### src/rtl/vga_timing_pkg.sv
// rtl/vga_timing_pkg.sv - default 640x480@60 timing constants shared by the display path
// Contents: COORD_W (raster coordinate width), VGA_DIV (clk cycles per pixel),
//           VGA_H_* / VGA_V_* line and frame geometry.
package vga_timing_pkg;

    localparam int COORD_W = 10;

    localparam int VGA_DIV = 4;

    localparam int VGA_H_TOTAL     = 800;
    localparam int VGA_H_SYNC      = 96;
    localparam int VGA_H_ACT_START = 144;
    localparam int VGA_H_ACT_END   = 783;

    localparam int VGA_V_TOTAL     = 525;
    localparam int VGA_V_SYNC      = 2;
    localparam int VGA_V_ACT_START = 35;
    localparam int VGA_V_ACT_END   = 514;

endpackage

### src/rtl/clk_en_div.sv
// rtl/clk_en_div.sv - free-running clock divider producing a one-clk pixel enable
// Ports: clk    - system clock
//        rst    - asynchronous active-high reset
//        pix_en - registered, high for the one clk in which the divider sits at DIV-1
module clk_en_div #(
    parameter int DIV = 4
) (
    input  logic clk,
    input  logic rst,
    output logic pix_en
);

    localparam int W = (DIV > 1) ? $clog2(DIV) : 1;
    localparam logic [W-1:0] ONE  = W'(1);
    localparam logic [W-1:0] LAST = W'(DIV - 1);

    if (DIV < 2 || (DIV & (DIV - 1)) != 0) begin : g_bad_div
        $error("clk_en_div: DIV must be a power of two and at least 2");
    end

    logic [W-1:0] div;
    logic [W-1:0] div_next;

    // The counter width matches log2(DIV), so the natural overflow is the wrap.
    assign div_next = div + ONE;

    always_ff @(posedge clk or posedge rst) begin
        if (rst) begin
            div    <= '0;
            pix_en <= 1'b0;
        end else begin
            div    <= div_next;
            pix_en <= (div_next == LAST);
        end
    end

endmodule

### src/rtl/vga_sync_gen.sv
// rtl/vga_sync_gen.sv - raster counters, sync/bright decode and line/frame/vblank strobes
// Ports: clk, rst (async active-high)
//        pix_en      - pixel enable, one clk every DIV clks
//        hCount      - horizontal position 0..H_TOTAL-1
//        vCount      - vertical position 0..V_TOTAL-1
//        hSync/vSync - active-low syncs, low from position 0 for H_SYNC pixels / V_SYNC lines
//        bright      - inside the inclusive active window
//        line_tick   - one clk after hCount becomes 0
//        frame_tick  - one clk after (hCount,vCount) becomes (0,0)
//        vblank_tick - one clk after vCount becomes V_ACT_END+1 at hCount 0
//        frame_count - frames completed since reset, wrapping
module vga_sync_gen
    import vga_timing_pkg::*;
#(
    parameter int DIV         = VGA_DIV,
    parameter int H_TOTAL     = VGA_H_TOTAL,
    parameter int H_SYNC      = VGA_H_SYNC,
    parameter int H_ACT_START = VGA_H_ACT_START,
    parameter int H_ACT_END   = VGA_H_ACT_END,
    parameter int V_TOTAL     = VGA_V_TOTAL,
    parameter int V_SYNC      = VGA_V_SYNC,
    parameter int V_ACT_START = VGA_V_ACT_START,
    parameter int V_ACT_END   = VGA_V_ACT_END
) (
    input  logic               clk,
    input  logic               rst,
    output logic               pix_en,
    output logic [COORD_W-1:0] hCount,
    output logic [COORD_W-1:0] vCount,
    output logic               hSync,
    output logic               vSync,
    output logic               bright,
    output logic               line_tick,
    output logic               frame_tick,
    output logic               vblank_tick,
    output logic [15:0]        frame_count
);

    if (H_ACT_END >= H_TOTAL) begin : g_bad_h
        $error("vga_sync_gen: H_ACT_END must be below H_TOTAL");
    end
    if (V_ACT_END >= V_TOTAL) begin : g_bad_v
        $error("vga_sync_gen: V_ACT_END must be below V_TOTAL");
    end
    if (H_TOTAL > (1 << COORD_W) || V_TOTAL > (1 << COORD_W)) begin : g_bad_w
        $error("vga_sync_gen: totals must fit the coordinate width");
    end

    localparam logic [COORD_W-1:0] H_LAST   = COORD_W'(H_TOTAL - 1);
    localparam logic [COORD_W-1:0] V_LAST   = COORD_W'(V_TOTAL - 1);
    localparam logic [COORD_W-1:0] H_SYNC_L = COORD_W'(H_SYNC);
    localparam logic [COORD_W-1:0] V_SYNC_L = COORD_W'(V_SYNC);
    localparam logic [COORD_W-1:0] H_ACT_S  = COORD_W'(H_ACT_START);
    localparam logic [COORD_W-1:0] H_ACT_E  = COORD_W'(H_ACT_END);
    localparam logic [COORD_W-1:0] V_ACT_S  = COORD_W'(V_ACT_START);
    localparam logic [COORD_W-1:0] V_ACT_E  = COORD_W'(V_ACT_END);
    localparam logic [COORD_W-1:0] V_BLANK  = COORD_W'(V_ACT_END + 1);
    // When the active window reaches the last line there is no blanking line to flag.
    localparam logic               HAS_VBLANK = (V_ACT_END + 1 < V_TOTAL);
    localparam logic [COORD_W-1:0] C_ONE    = COORD_W'(1);

    clk_en_div #(
        .DIV(DIV)
    ) u_div (
        .clk   (clk),
        .rst   (rst),
        .pix_en(pix_en)
    );

    logic [COORD_W-1:0] h_next;
    logic [COORD_W-1:0] v_next;
    logic [15:0]        fc_next;
    logic               h_wrap;
    logic               v_wrap;

    always_comb begin
        h_next  = hCount;
        v_next  = vCount;
        fc_next = frame_count;
        h_wrap  = 1'b0;
        v_wrap  = 1'b0;
        if (pix_en) begin
            if (hCount == H_LAST) begin
                h_next = '0;
                h_wrap = 1'b1;
                if (vCount == V_LAST) begin
                    v_next  = '0;
                    v_wrap  = 1'b1;
                    fc_next = frame_count + 16'd1;
                end else begin
                    v_next = vCount + C_ONE;
                end
            end else begin
                h_next = hCount + C_ONE;
            end
        end
    end

    // Flags decode the next counter values so they line up with the counts
    // presented in the same cycle. Ticks key off the wrap itself, which only
    // happens on a pix_en edge, so they cannot repeat within one pixel.
    always_ff @(posedge clk or posedge rst) begin
        if (rst) begin
            hCount      <= '0;
            vCount      <= '0;
            frame_count <= '0;
            hSync       <= 1'b0;
            vSync       <= 1'b0;
            bright      <= 1'b0;
            line_tick   <= 1'b0;
            frame_tick  <= 1'b0;
            vblank_tick <= 1'b0;
        end else begin
            hCount      <= h_next;
            vCount      <= v_next;
            frame_count <= fc_next;
            hSync       <= !(h_next < H_SYNC_L);
            vSync       <= !(v_next < V_SYNC_L);
            bright      <= (h_next >= H_ACT_S) && (h_next <= H_ACT_E) &&
                           (v_next >= V_ACT_S) && (v_next <= V_ACT_E);
            line_tick   <= h_wrap;
            frame_tick  <= h_wrap && v_wrap;
            vblank_tick <= h_wrap && HAS_VBLANK && (v_next == V_BLANK);
        end
    end

endmodule

### config.mk
export PLATFORM = sky130hd
export DESIGN_NAME = vga_sync_gen
export DESIGN_NICKNAME = d
export VERILOG_FILES = /design/src/rtl/vga_timing_pkg.sv /design/src/rtl/clk_en_div.sv /design/src/rtl/vga_sync_gen.sv
export SDC_FILE = /design/constraint.sdc
export NUM_CORES = 1
export LEC_CHECK = 0
export BUFFER_PORTS_ARGS = -buffer_cell sky130_fd_sc_hd__buf_2
export CORE_UTILIZATION = 57
export CTS_BUF_LIST = sky130_fd_sc_hd__clkbuf_4 sky130_fd_sc_hd__clkbuf_8
export CTS_CLUSTER_DIAMETER = 60
export DETAILED_ROUTE_END_ITERATION = 8
export PLACE_DENSITY = 0.82
export SLEW_MARGIN = 20
export SYNTH_ARGS = -nofsm -noshare
export SYNTH_HDL_FRONTEND = slang
export SYNTH_SLANG_ARGS = --single-unit
export TNS_END_PERCENT = 100
### constraint.sdc
create_clock -name clk -period 3.2 [get_ports clk]
set_input_delay 0.64 -clock clk [delete_from_list [all_inputs] [get_ports clk]]
set_output_delay 0.64 -clock clk [all_outputs]
set_load 0.05 [all_outputs]
==> reports/metrics.cfg <==
[layout]
layout_commonest_cell = dfrtp_1
layout.nets = 282
final_util_pct = 70.6
nFillCells = 300
layout-drive-gt1-share_pct = 23.6
multi_input_area_um2 = 1100
final_cell_mix = dfrtp_1, buf_2, nand2_1, nor2_1, inv_1
syn_to_final_growth_pct = 13.9
n_antenna_cell = 0
seqCellArea_um2 = 1130

[status]
status = finished clean

[sta]
skew_ns = 0.00558
rsz0062_at_grt = no
finalSetupTns_ns = 0
worstMarginPinSlew_ns = 0.642
hold_viol = 0
finalCritPeriodShare_pct = 80.1
setup_viol = 0
drv_slew = 0
period_needed_ns = 2.56
fmax_mhz = 390
relSlewSlack_pct = 57.1

[critical_path]
endpoint_kind = register
path_cells = ha_1 > nand2b_1 > or3_4 > inv_2 > nand4_1 > xor2_1 > nand4b_1 > or3_1
arrival_ns = 2.74
critPathBufInv = 1
critical_path.top_delay_family = simple AND/OR/NAND/NOR gates
required_ns = 3.38
reg2reg_depth = 8
critPathKind = register to register
crit_slowest_cell = or3_4
max_stage_delay_ns = 0.50
cp.depth = 8
reg2reg_to = vSync
crit_path_start_kind = register
r2r-start = hCount[0]
worst-path-max-fanout = 13
r2r_slack_ns = 0.64

[cts]
cts_sinks = 45
insertion_delay_ns = 0.29
cts_buffers = 5
cts_resized = 0
cts_hold_buf = 0
clk_pin_slew_ns = 0.08
root_buffer = clkbuf_8
cts_buffer_depth = 2
cts_tree = built
cts_setup_buffers = 0
htreeDepth = 2

[placed_design]
dp_hpwl_mm = 3.38
gp_congestion = 0.906
port_buffers = 44

[global_route]
grt-ovfl-total = 0
grt_pass1_vias = 1711
antenna_found_initial = 0
grt.total_usage_pct = 24.2
grt_max_degree = 34
grt_pass1_wl_mm = 7.94

[floorplan]
io_pins = 45
coreArea_um2 = 3800
die_area_um2 = 4390
fp.dieW_um = 66.2
start_util_pct = 61.9
core.rowCount = 22
die-height_um = 66.2

[synth]
synth-async-reset-ratio_pct = 100
syn_nets = 238
synthCells = 231
synthFlopType = dfrtp_1
synth_warnings = 0
netlist_area_um2 = 2350
synth_top_area_share_pct = 47.9
ys_ff_latch = 45
synth-edff-count = 0
yosysSeqAreaShare_pct = 47.9
ys_types = 52
syn_area_per_cell_um2 = 10.2
yosysTopAreaCell = dfrtp_1
synth.area.top_cells = dfrtp_1, xnor2_1, xor2_1

[min_path]
hold_start = u_div.div[0]
hold_path_depth = 1
hold_class = register to register
min_to = u_div.div[0]

[drt]
drc = 0
totalWireLength_mm = 4.74
antenna_left = 0
wl_per_cell_um = 14.7
drt-initial-drc-count = 119
vias = 1906
via_per_inst = 5.90
dr.pass1.iters = 4

[job]
drv_cap = 0

[power]
p_per_area_nw_per_um2 = 369
cellLeakagePower_nw = 1.42
irDropWorstVdd_mv = 0.396

## metrics by stage
step | instances | area, µm² | total power [mW] | hold WS [ns] | setup WS [ns]
finish | 323 | 2680 | 0.989 | 0.422 | 0.637
global route | 323 | 2680 | 1.03 | 0.442 | 0.453
CTS | 323 | 2680 | 1.00 | 0.424 | 0.646
detailed placement | 316 | 2580 | 0.592 | 0.406 | 0.670
global placement | 316 | 2580 | 0.592 | 0.397 | 0.794
floorplan | 231 | 2350 | 0.588 | 0.386 | 0.549
## power by group
| group | switching (mW) | internal [mW] |
|---|---|---|
| clock | 0.182 | 0.227 |
| combinational | 0.0106 | 0.00135 |
| sequential | 0 | 0.568 |
## Yosys cell counts, types with 2 or more instances
cell and number:
a21o_1 2, a21oi_1 4, a31oi_1 2, and3_1 5
and4_1 2, buf_2 3, buf_6 4, dfrtp_1 45
ha_1 5, inv_1 14, nand2_1 24, nand2b_1 2
nand3_1 12, nand4_1 6, nand4b_1 4, nor2_1 14
nor3_1 5, o21ai_0 7, o22ai_1 2, o311ai_1 2
o31ai_1 6, or2_2 2, or3_1 5, or4_1 4
xnor2_1 12, xor2_1 12
## cells by family after synthesis
group / share of synthesized area, %
flip-flops: 47.9
multiplexers: 0.904
AO/OA/AOI/OAI: 10.0
XOR/XNOR: 8.94
adder cells (fa/ha/maj): 2.66
AND/OR/NAND/NOR: 24.2
buffers and inverters: 5.43
## metal layers
layer  share of wire (%)  track usage [%]  vias up
met5                   0                0        -
met4                0.97             8.51        0
met3                 5.5             6.55        7
met2                  46             36.4       65
met1                  47             33.5      921
li1                    -                -      913
## how the worst max path moves through the flow
stage | from | endpoint | slack (ns)
global placement | hCount[0] | vSync | 0.79
floorplan | hCount[0] | vSync | 0.55
detailed placement | hCount[0] | vSync | 0.67
CTS | hCount[0] | vSync | 0.65
global route | hCount[0] | vSync | 0.45
finish | hCount[0] | vSync | 0.64
## registers in the layout (all words and copies together), names as in the netlist
name          count
u_div.pix_en      1
line_tick         1
frame_tick        1
frame_count      16
vblank_tick       1
bright            1
hSync             1
u_div.div         2
vSync             1
hCount           10
vCount           10
## worst register-to-register path: cells and delay by family, from the launching register on
kind                     cells  cell delay, ns
flip-flops                   1            0.44
adder cells (fa/ha/maj)      1            0.24
AND/OR/NAND/NOR              5            1.27
buffers and inverters        1            0.21
XOR/XNOR                     1            0.28
## layout make-up
class	count	area share, %
flip-flops and latches	45	42.0
multi-input cells	162	41.0
repair buffers	46	8.78
clock buffers	5	2.57
well taps	48	2.24
inverters	15	2.10
clock inverters	2	1.31
Note: power is estimated with default switching activity, not from simulation.
